===== src/rtl/alu_arbiter.sv =====
// Round-robin arbiter that shares one registered integer ALU between NREQ
// requesters; one op in flight, result returned over a valid/ready channel.
//
// Ports:
//   clk, rst             clock, synchronous active-high reset
//   req_valid/req_ready  per-requester request handshake (ready is one-hot or 0)
//   req_op/in1/in2       packed per-requester payloads (15/32/32 bits each)
//   alu_*                registered operand and op-select drive to the ALU
//   alu_out              registered ALU result
//   rsp_*                response channel: valid/ready, owner id, data, error
//   busy                 FSM not idle
module alu_arbiter #(
  parameter int NREQ    = 2,
  parameter int IDW     = 1,
  parameter int ALU_LAT = 1
) (
  input  logic              clk,
  input  logic              rst,
  input  logic [NREQ-1:0]   req_valid,
  output logic [NREQ-1:0]   req_ready,
  input  logic [NREQ*15-1:0] req_op,
  input  logic [NREQ*32-1:0] req_in1,
  input  logic [NREQ*32-1:0] req_in2,
  output logic [6:0]        alu_funct7,
  output logic [2:0]        alu_funct3,
  output logic [4:0]        alu_opcode,
  output logic [31:0]       alu_in1,
  output logic [31:0]       alu_in2,
  input  logic [31:0]       alu_out,
  output logic              rsp_valid,
  input  logic              rsp_ready,
  output logic [IDW-1:0]    rsp_id,
  output logic [31:0]       rsp_data,
  output logic              rsp_err,
  output logic              busy
);

  localparam int PW = (NREQ > 1) ? $clog2(NREQ) : 1;
  localparam int CW = (ALU_LAT > 0) ? $clog2(ALU_LAT + 1) : 1;

  typedef enum logic [1:0] {
    IDLE,
    EXEC,
    RESP
  } state_t;

  state_t          state_q, state_d;
  logic [CW-1:0]   cnt_q, cnt_d;
  logic [PW-1:0]   ptr_q, ptr_d;
  logic [6:0]      f7_q, f7_d;
  logic [2:0]      f3_q, f3_d;
  logic [4:0]      opc_q, opc_d;
  logic [31:0]     in1_q, in1_d;
  logic [31:0]     in2_q, in2_d;
  logic [IDW-1:0]  id_q, id_d;
  logic [31:0]     data_q, data_d;
  logic            err_q, err_d;

  logic [14:0]     op_a  [NREQ];
  logic [31:0]     in1_a [NREQ];
  logic [31:0]     in2_a [NREQ];

  for (genvar g = 0; g < NREQ; g++) begin : g_unpack
    assign op_a[g]  = req_op[15*g +: 15];
    assign in1_a[g] = req_in1[32*g +: 32];
    assign in2_a[g] = req_in2[32*g +: 32];
  end

  // Rotating-priority scan starting at ptr; idx stays below 2*NREQ so
  // one conditional subtract performs the wrap.
  logic            found;
  logic [PW-1:0]   win;
  logic [PW:0]     idx;

  always_comb begin
    found = 1'b0;
    win   = '0;
    idx   = '0;
    for (int k = 0; k < NREQ; k++) begin
      idx = {1'b0, ptr_q} + (PW+1)'(k);
      if (idx >= (PW+1)'(NREQ)) idx = idx - (PW+1)'(NREQ);
      if (!found && req_valid[idx[PW-1:0]]) begin
        found = 1'b1;
        win   = idx[PW-1:0];
      end
    end
  end

  logic op_ok;

  always_comb begin
    op_ok = 1'b0;
    if (opc_q == 5'b01100) begin
      unique case (1'b1)
        (f7_q == 7'h00): op_ok = 1'b1;
        (f7_q == 7'h20): op_ok = (f3_q == 3'd0) || (f3_q == 3'd5);
        default:         op_ok = 1'b0;
      endcase
    end
  end

  always_comb begin
    state_d   = state_q;
    cnt_d     = cnt_q;
    ptr_d     = ptr_q;
    f7_d      = f7_q;
    f3_d      = f3_q;
    opc_d     = opc_q;
    in1_d     = in1_q;
    in2_d     = in2_q;
    id_d      = id_q;
    data_d    = data_q;
    err_d     = err_q;
    req_ready = '0;
    unique case (state_q)
      IDLE: begin
        if (found) begin
          req_ready[win] = 1'b1;
          {f7_d, f3_d, opc_d} = op_a[win];
          in1_d   = in1_a[win];
          in2_d   = in2_a[win];
          id_d    = IDW'(win);
          ptr_d   = (win == PW'(NREQ - 1)) ? '0 : win + 1'b1;
          cnt_d   = CW'(ALU_LAT);
          state_d = EXEC;
        end
      end
      EXEC: begin
        if (cnt_q != '0) begin
          cnt_d = cnt_q - 1'b1;
        end else begin
          data_d  = alu_out;
          err_d   = ~op_ok;
          state_d = RESP;
        end
      end
      RESP: begin
        if (rsp_ready) state_d = IDLE;
      end
      default: state_d = IDLE;
    endcase
    if (rst) req_ready = '0;
  end

  always_ff @(posedge clk) begin
    if (rst) begin
      state_q <= IDLE;
      cnt_q   <= '0;
      ptr_q   <= '0;
      f7_q    <= '0;
      f3_q    <= '0;
      opc_q   <= '0;
      in1_q   <= '0;
      in2_q   <= '0;
      id_q    <= '0;
      data_q  <= '0;
      err_q   <= 1'b0;
    end else begin
      state_q <= state_d;
      cnt_q   <= cnt_d;
      ptr_q   <= ptr_d;
      f7_q    <= f7_d;
      f3_q    <= f3_d;
      opc_q   <= opc_d;
      in1_q   <= in1_d;
      in2_q   <= in2_d;
      id_q    <= id_d;
      data_q  <= data_d;
      err_q   <= err_d;
    end
  end

  assign alu_funct7 = f7_q;
  assign alu_funct3 = f3_q;
  assign alu_opcode = opc_q;
  assign alu_in1    = in1_q;
  assign alu_in2    = in2_q;
  assign rsp_valid  = (state_q == RESP);
  assign rsp_id     = id_q;
  assign rsp_data   = data_q;
  assign rsp_err    = err_q;
  assign busy       = (state_q != IDLE);

endmodule

===== config.mk =====
export PLATFORM = sky130hd
export DESIGN_NAME = alu_arbiter
export DESIGN_NICKNAME = d
export VERILOG_FILES = /design/src/rtl/alu_arbiter.sv
export SDC_FILE = /design/constraint.sdc
export NUM_CORES = 1
export LEC_CHECK = 0
export BUFFER_PORTS_ARGS = -buffer_cell sky130_fd_sc_hd__buf_2
export CORE_AREA = 2 2 123 125
export CTS_CLUSTER_SIZE = 16
export DETAILED_ROUTE_END_ITERATION = 10
export DIE_AREA = 0 0 125 127
export PLACE_DENSITY_LB_ADDON = 0.3
export SLEW_MARGIN = 10
export SYNTH_ARGS = -nofsm -noshare
export SYNTH_HDL_FRONTEND = slang
export SYNTH_SLANG_ARGS = --single-unit

===== constraint.sdc =====
create_clock -name clk -period 2 [get_ports clk]
set_input_delay 0.2 -clock clk [delete_from_list [all_inputs] [get_ports clk]]
set_output_delay 0.2 -clock clk [all_outputs]
set_load 0.02 [all_outputs]

==> metrics.md, run 1 <==
| Metric | Value |
|---|---|
| Top post-synthesis cells by area | `dfxtp_1, a221o_1, a211oi_1` |
| Crit path launch type | `register` |
| Initial DRC Count | `247` |
| Clock latency on the worst-skew pair | `around 400 ps` |
| Clock buffer depth | `2` |
| Status | `complete, no violations` |
| Max Fclk | `roughly 530 MHz` |
| Met3 wire len | `1.32 mm` |
| Clock transition at path regs | `50 ps` |
| Worst Path Max Fanout | `11` |
| Final wirelength | `17.5 mm` |
| Clock Skews | `6.57 ps` |
| Final Setup Violations | `0` |
| Crit path capture type | `primary output` |
| Post-route ant nets | `0` |
| Layout cell share with drive strength beyond 1 | `41.9%` |
| Req. time, crit path | `1800 ps` |
| WL met2 | `8.32 mm` |
| Slew @ Worst Pin | `910 ps` |
| Synth top area share | `around 46%` |
| Most common cell after layout, fill and taps aside | `buf_2` |
| Port bufs | `311` |
| DR pass1 iterations | `7` |
| Switching share of power | `29.0%` |
| Slowest stage delay, CP | `420 ps` |
| Synth warn | `0` |
| Ordered list of cells on the worst path | `nor2_4, and4b_4, buf_2` |
| Peak supply drop | `between 0.6 and 0.7 mV` |
| P_leak | `approximately 3.5 nW` |
| Top sig layer | `met4` |
| GPL Wtd Cong | `0.787` |
| Die area | `~16000 sq um` |
| Final Critical Period | `1880 ps` |
| Synthesized cell area | `5100 sq um` |
| EDFF count, synth | `0` |
| Fin area | `7690 sq um` |
| Row cnt | `44` |
| Most used DFF post-synth | `dfxtp_1` |
| Final Max Tran Viols | `0` |
| Final #Nets | `1048` |
| Net switching power | `0.00219 W` |
| Final worst-path cycle share | `94.0%` |
| Setup TNS | `0 ps` |
| Slowest-stage cell, CP | `and4b_4` |
| I/O pin total | `about 310` |
| Largest net degree at the start of global routing | `83` |
| Internal Power | `approximately 0.0054 W` |
| Post-DP HPWL | `11.7 mm` |
| Commonest non-fill, non-tap cells in the layout | `buf_2, dfxtp_1, inv_1, a211oi_1, a221o_1` |
| Max_cap viols | `0` |
| Final Hold Viols | `0` |
| Post-Synthesis Cells | `538` |
| H-tree Lvls | `4` |
| Ant diodes | `0` |
| WL per Instance | `16.6 um` |
| DRC violations left | `0` |
| Mean post-synth cell area | `around 9.5 sq um` |
| Metal-1 WL | `7.33 mm` |
| Post-DP Area | `6760 sq um` |
| Clock share of power | `40.8%` |
| Worst endpoint data arrival time | `1680 ps` |
| Synth cell types | `31` |
| Synth Register Bits | `117` |
| Die W | `125 um` |
| Initial core utilization | `35.4%` |
| Overall Global Routing Usage | `21.5%` |
| TritonCTS clock tree | `built` |
| Vias in the first global route | `between 5000 and 6000` |
| Synthesized net count | `733` |
| Register share of total power | `36.3%` |
| Yosys top cell by area | `dfxtp_1` |
| Clock tree sinks | `117` |
| Unrepaired setup endpoints after global routing | `no` |
| PwrDens | `982 nW/um^2` |
| Number of antenna violations at the first check in global routing | `0` |
| Slew headroom | `39.3%` |
| Final core utilization | `a little over half` |
| Area Growth Syn to Fin | `50.6%` |
| Vias per inst | `5.12` |
| Die Span Y | `~130 um` |
| Clk root buf | `clkbuf_16` |
| CTS Buf Count | `17` |
| Sequential fraction of the synthesis area | `between 40% and 50%` |
| Via Count | `between 5000 and 6000` |
| Setup CP Type | `register to primary output` |
| Worst hold path class | `input port to register` |
| Async SR Flop Fraction | `0%` |
| Combinational Power Share | `a little under a quarter` |
| GRT overflow | `0` |
| First-pass GRT wire length | `roughly 28 mm` |
| Core box area | `14400 sq um` |
power by group through the flow:
stage	sequential, W	combinational (W)	clock, W
2_1_floorplan	0.00308	0.000736	0
3_3_place_gp	0.00279	0.00167	0
3_5_place_dp	0.00279	0.00168	0
4_1_cts	0.00274	0.00173	0.00316
5_1_grt	0.00278	0.00187	0.00327
6_report	0.00274	0.00172	0.00308
logic make-up after synthesis:
family / count (synthesis) / share of synthesized area (%)
compound gates: 194 / 28.8
xor+xnor: 1 / 0.172
buf+inv: 116 / 9.91
flops: 117 / 45.9
mux: 32 / 6.28
simple gates: 78 / 8.93
Yosys cell counts, types with 2 or more instances:
master,number
buf_2,20
a221o_1,51
buf_6,6
clkbuf_1,24
nand2_1,2
inv_1,54
mux2i_1,32
nor2b_1,2
a21oi_1,31
a311oi_1,29
buf_1,11
dfxtp_1,117
a211oi_1,51
a21o_1,2
nand3b_1,28
o21ai_0,23
o21ai_1,6
nor2_1,36
stage by stage:
step                cells  hold slack, ps  setup slack (ps)  total power (W)
detailed placement    986             427              78.2          0.00447
global route         1050            4.86              10.7          0.00791
floorplan             538             338               574          0.00382
global placement      986             422               148          0.00445
finish               1050            19.3               121          0.00755
CTS                  1050           0.329              10.9          0.00763
repair_timing:
item / in CTS / in global routing
gates resized for setup: 0 / 2
hold buffers: 31 / 0
endpoints found under the setup margin: 1 / 25
endpoints found under the hold margin: 20 / 0
setup buffers: 1 / 0
layer usage:
| metal | up-vias | global-route usage (%) |
|---|---|---|
| met4 | 0 | 9.28 |
| met2 | 233 | 36.4 |
| li1 | 2637 | - |
| met5 | - | 0 |
| met1 | 2472 | 25.7 |
| met3 | 33 | 5.90 |
worst paths after layout:
kind / startpoint / to / slack (ps) / cells after the start
max: state_q[1] / req_ready[0] / 120 / 3
min: req_op[5] / alu_funct3[0] / 20 / 2
max reg2reg: state_q[1] / alu_in1[10] / 270 / 5
min reg2reg: rsp_id / rsp_id / 440 / 1
critical path, delay by kind of cell, from the launching register on:
kind / cells / cell delay [ps]
buf+inv: 1 / 210
flops: 1 / 370
simple gates: 2 / 700
layout make-up:
type,count,area (sq um)
sequential,117,2340
multi-input combinational,305,2270
tap,184,230
clock buffer,23,478
clock inverter,9,125
inverter,55,206
timing repair buffer,357,2030
fill,1358,6740
sequential cells by signal, indices dropped and copies added, names as in the netlist, 2 cells and up:
register    flops
alu_opcode      5
rsp_data       32
alu_in2        32
alu_funct7      7
alu_funct3      3
alu_in1        32
state_q         2
(Power assumes the default switching activity.)
==> run 2, diff against run 1 <==
- SETUP_SLACK_MARGIN: not set -> 0.15
==> run 2 against run 1 <==
Sequential share of layout area shrank 0.10 points. Combinational power is essentially flat. Sequential power is essentially flat. Die area is the same. Global-route usage grew 0.063 points. Wire length is essentially flat. Flip-flop and latch count is the same. Largest power group unchanged. Non-clock buffer count grew 3.
==> metrics.md, run 2 (same netlist as run 1, synthesis figures left out) <==
| Metric | Value |
|---|---|
| Status | `complete, no violations (unchanged)` |
| Vias in the first global route | `5405 (was 5400)` |
| H-tree Lvls | `4 (unchanged)` |
| DRC violations left | `0 (unchanged)` |
| Worst Path Max Fanout | `5 (was 11)` |
| Worst endpoint data arrival time | `1460 ps (was 1680 ps)` |
| Req. time, crit path | `1800 ps (about the same)` |
| Slowest stage delay, CP | `360 ps (was 420 ps)` |
| Clock buffer depth | `2 (unchanged)` |
| Post-Place Worst Slack | `78.2 ps (unchanged)` |
| Port bufs | `311 (unchanged)` |
| Layout cell share with drive strength beyond 1 | `42.1% (was 41.9%)` |
| Clk root buf | `clkbuf_16 (unchanged)` |
| P_leak | `3.54 nW (was 3.52 nW)` |
| CTS Buf Count | `17 (unchanged)` |
| Final Setup Violations | `0 (unchanged)` |
| PwrDens | `981 nW/um^2 (was 982 nW/um^2)` |
| Core box area | `14400 sq um (unchanged)` |
| GRT overflow | `0 (unchanged)` |
| Peak supply drop | `0.651 mV (was 0.659 mV)` |
| Clock tree sinks | `117 (unchanged)` |
| Max_cap viols | `0 (unchanged)` |
| Worst hold path class | `input port to register (unchanged)` |
| Worst path bufs/invs | `1 (unchanged)` |
| Ordered list of cells on the worst path | `nor2_4, nor4b_4, buf_2 (was nor2_4, and4b_4, buf_2)` |
| Setup CP Type | `register to primary output (unchanged)` |
| Max Fclk | `602 MHz (was 532 MHz)` |
| GPL Wtd Cong | `0.787 (unchanged)` |
| Post-route ant nets | `0 (unchanged)` |
| Largest net degree at the start of global routing | `83 (unchanged)` |
| DR pass1 iterations | `4 (was 7)` |
| Most common cell after layout, fill and taps aside | `buf_2 (unchanged)` |
| Clock transition at path regs | `50 ps (about the same)` |
| I/O pin total | `312 (unchanged)` |
| WHS | `20.0 ps (was 19.3 ps)` |
| Fin area | `7710 sq um (was 7690 sq um)` |
| Row cnt | `44 (unchanged)` |
| Clock latency on the worst-skew pair | `400 ps (about the same)` |
| Final WS setup | `339 ps (was 121 ps)` |
| Commonest non-fill, non-tap cells in the layout | `buf_2, dfxtp_1, inv_1, a211oi_1, a221o_1 (unchanged)` |
| Final worst-path cycle share | `83.0% (was 94.0%)` |
| Final #Nets | `1051 (was 1048)` |
| Via Count | `5398 (was 5375)` |
| Slew @ Worst Pin | `905 ps (was 910 ps)` |
| Area Growth Syn to Fin | `51.2% (was 50.6%)` |
| Overall Global Routing Usage | `21.6% (was 21.5%)` |
| Clock Skews | `6.31 ps (was 6.57 ps)` |
| Ant diodes | `0 (unchanged)` |
| Post-DP HPWL | `11.7 mm (unchanged)` |
| CP top delay family | `simple AND/OR/NAND/NOR gates (unchanged)` |
| Post-DP Area | `6760 sq um (unchanged)` |
| Final Max Tran Viols | `0 (unchanged)` |
| Final Hold Viols | `0 (unchanged)` |
| Final wirelength | `17.5 mm (about the same)` |
| Initial core utilization | `35.4% (unchanged)` |
| First-pass GRT wire length | `27.7 mm (about the same)` |
| Die W | `125 um (unchanged)` |
| Final Critical Period | `1660 ps (was 1880 ps)` |
| Die Span Y | `127 um (unchanged)` |
| Slew headroom | `39.7% (was 39.3%)` |
| Fill count | `1355 (was 1358)` |
| Number of antenna violations at the first check in global routing | `0 (unchanged)` |
| Crit path capture type | `primary output (unchanged)` |
| WL per Instance | `16.6 um (about the same)` |
| Initial DRC Count | `262 (was 247)` |
| Slowest-stage cell, CP | `dfxtp_1 (was and4b_4)` |
| Die area | `15900 sq um (unchanged)` |
| TritonCTS clock tree | `built (unchanged)` |
| Crit path launch type | `register (unchanged)` |
| Vias per inst | `5.13 (was 5.12)` |
| Setup TNS | `0 ps (unchanged)` |
| Unrepaired setup endpoints after global routing | `no (unchanged)` |
[run 2: cell type report]
type	instances	area, sq um	area share (%)
clock inverters	9	125	1.62
multi-input cells	305	2270	29.5
flip-flops and latches	117	2340	30.4
clock buffers	23	478	6.20
repair buffers	360	2060	26.7
inverters	55	206	2.68
well taps	184	230	2.99
[run 2: worst paths after layout]
path / start / to / slack [ps] / cells past startpoint
setup / recovery: state_q[1] / req_ready[1] / 340 / 3
hold / removal: req_op[5] / alu_funct3[0] / 20 / 2
setup reg to reg: state_q[1] / alu_in1[6] / 370 / 5
hold reg to reg: rsp_id / rsp_id / 440 / 1
[run 2: timing repair]
action | CTS | global route
gates resized for setup | 2 | 1
hold endpoints to repair | 20 | 0
pin swaps | 1 | 1
setup endpoints to repair | 31 | 2
hold buffers | 31 | 0
buffers inserted | 2 | 2
[run 2: worst register-to-register path, stage by stage, from the launching register on]
cell,delay (ps)
dfxtp_1,360
nor2_4,170
buf_4,140
buf_4,380
a211oi_1,170
a221o_1,290
[run 2: stage by stage]
step / utilization, % / total power, W / instances
floorplan: - / 0.00382 / 538
global placement: 46.9 / 0.00445 / 986
detailed placement: 46.9 / 0.00447 / 986
CTS: 53.3 / 0.00764 / 1051
global route: 53.5 / 0.00793 / 1053
finish: 53.5 / 0.00756 / 1053
[run 2: where the power goes]
group          total, W  internal (W)  switching (W)  leakage (nW)
Sequential      0.00274       0.00260       0.000145         0.964
Clock           0.00308       0.00205        0.00103         0.293
Combinational   0.00174      0.000725        0.00102          2.28
[run 2: routing by layer]
metal  up-vias  routed length, um  GRT usage [%]
met5         -                  0              0
met3        33               1240           5.90
met4         0                508           9.28
li1       2645                  -              -
met2       227               8380           36.5
met1      2493               7340           25.8
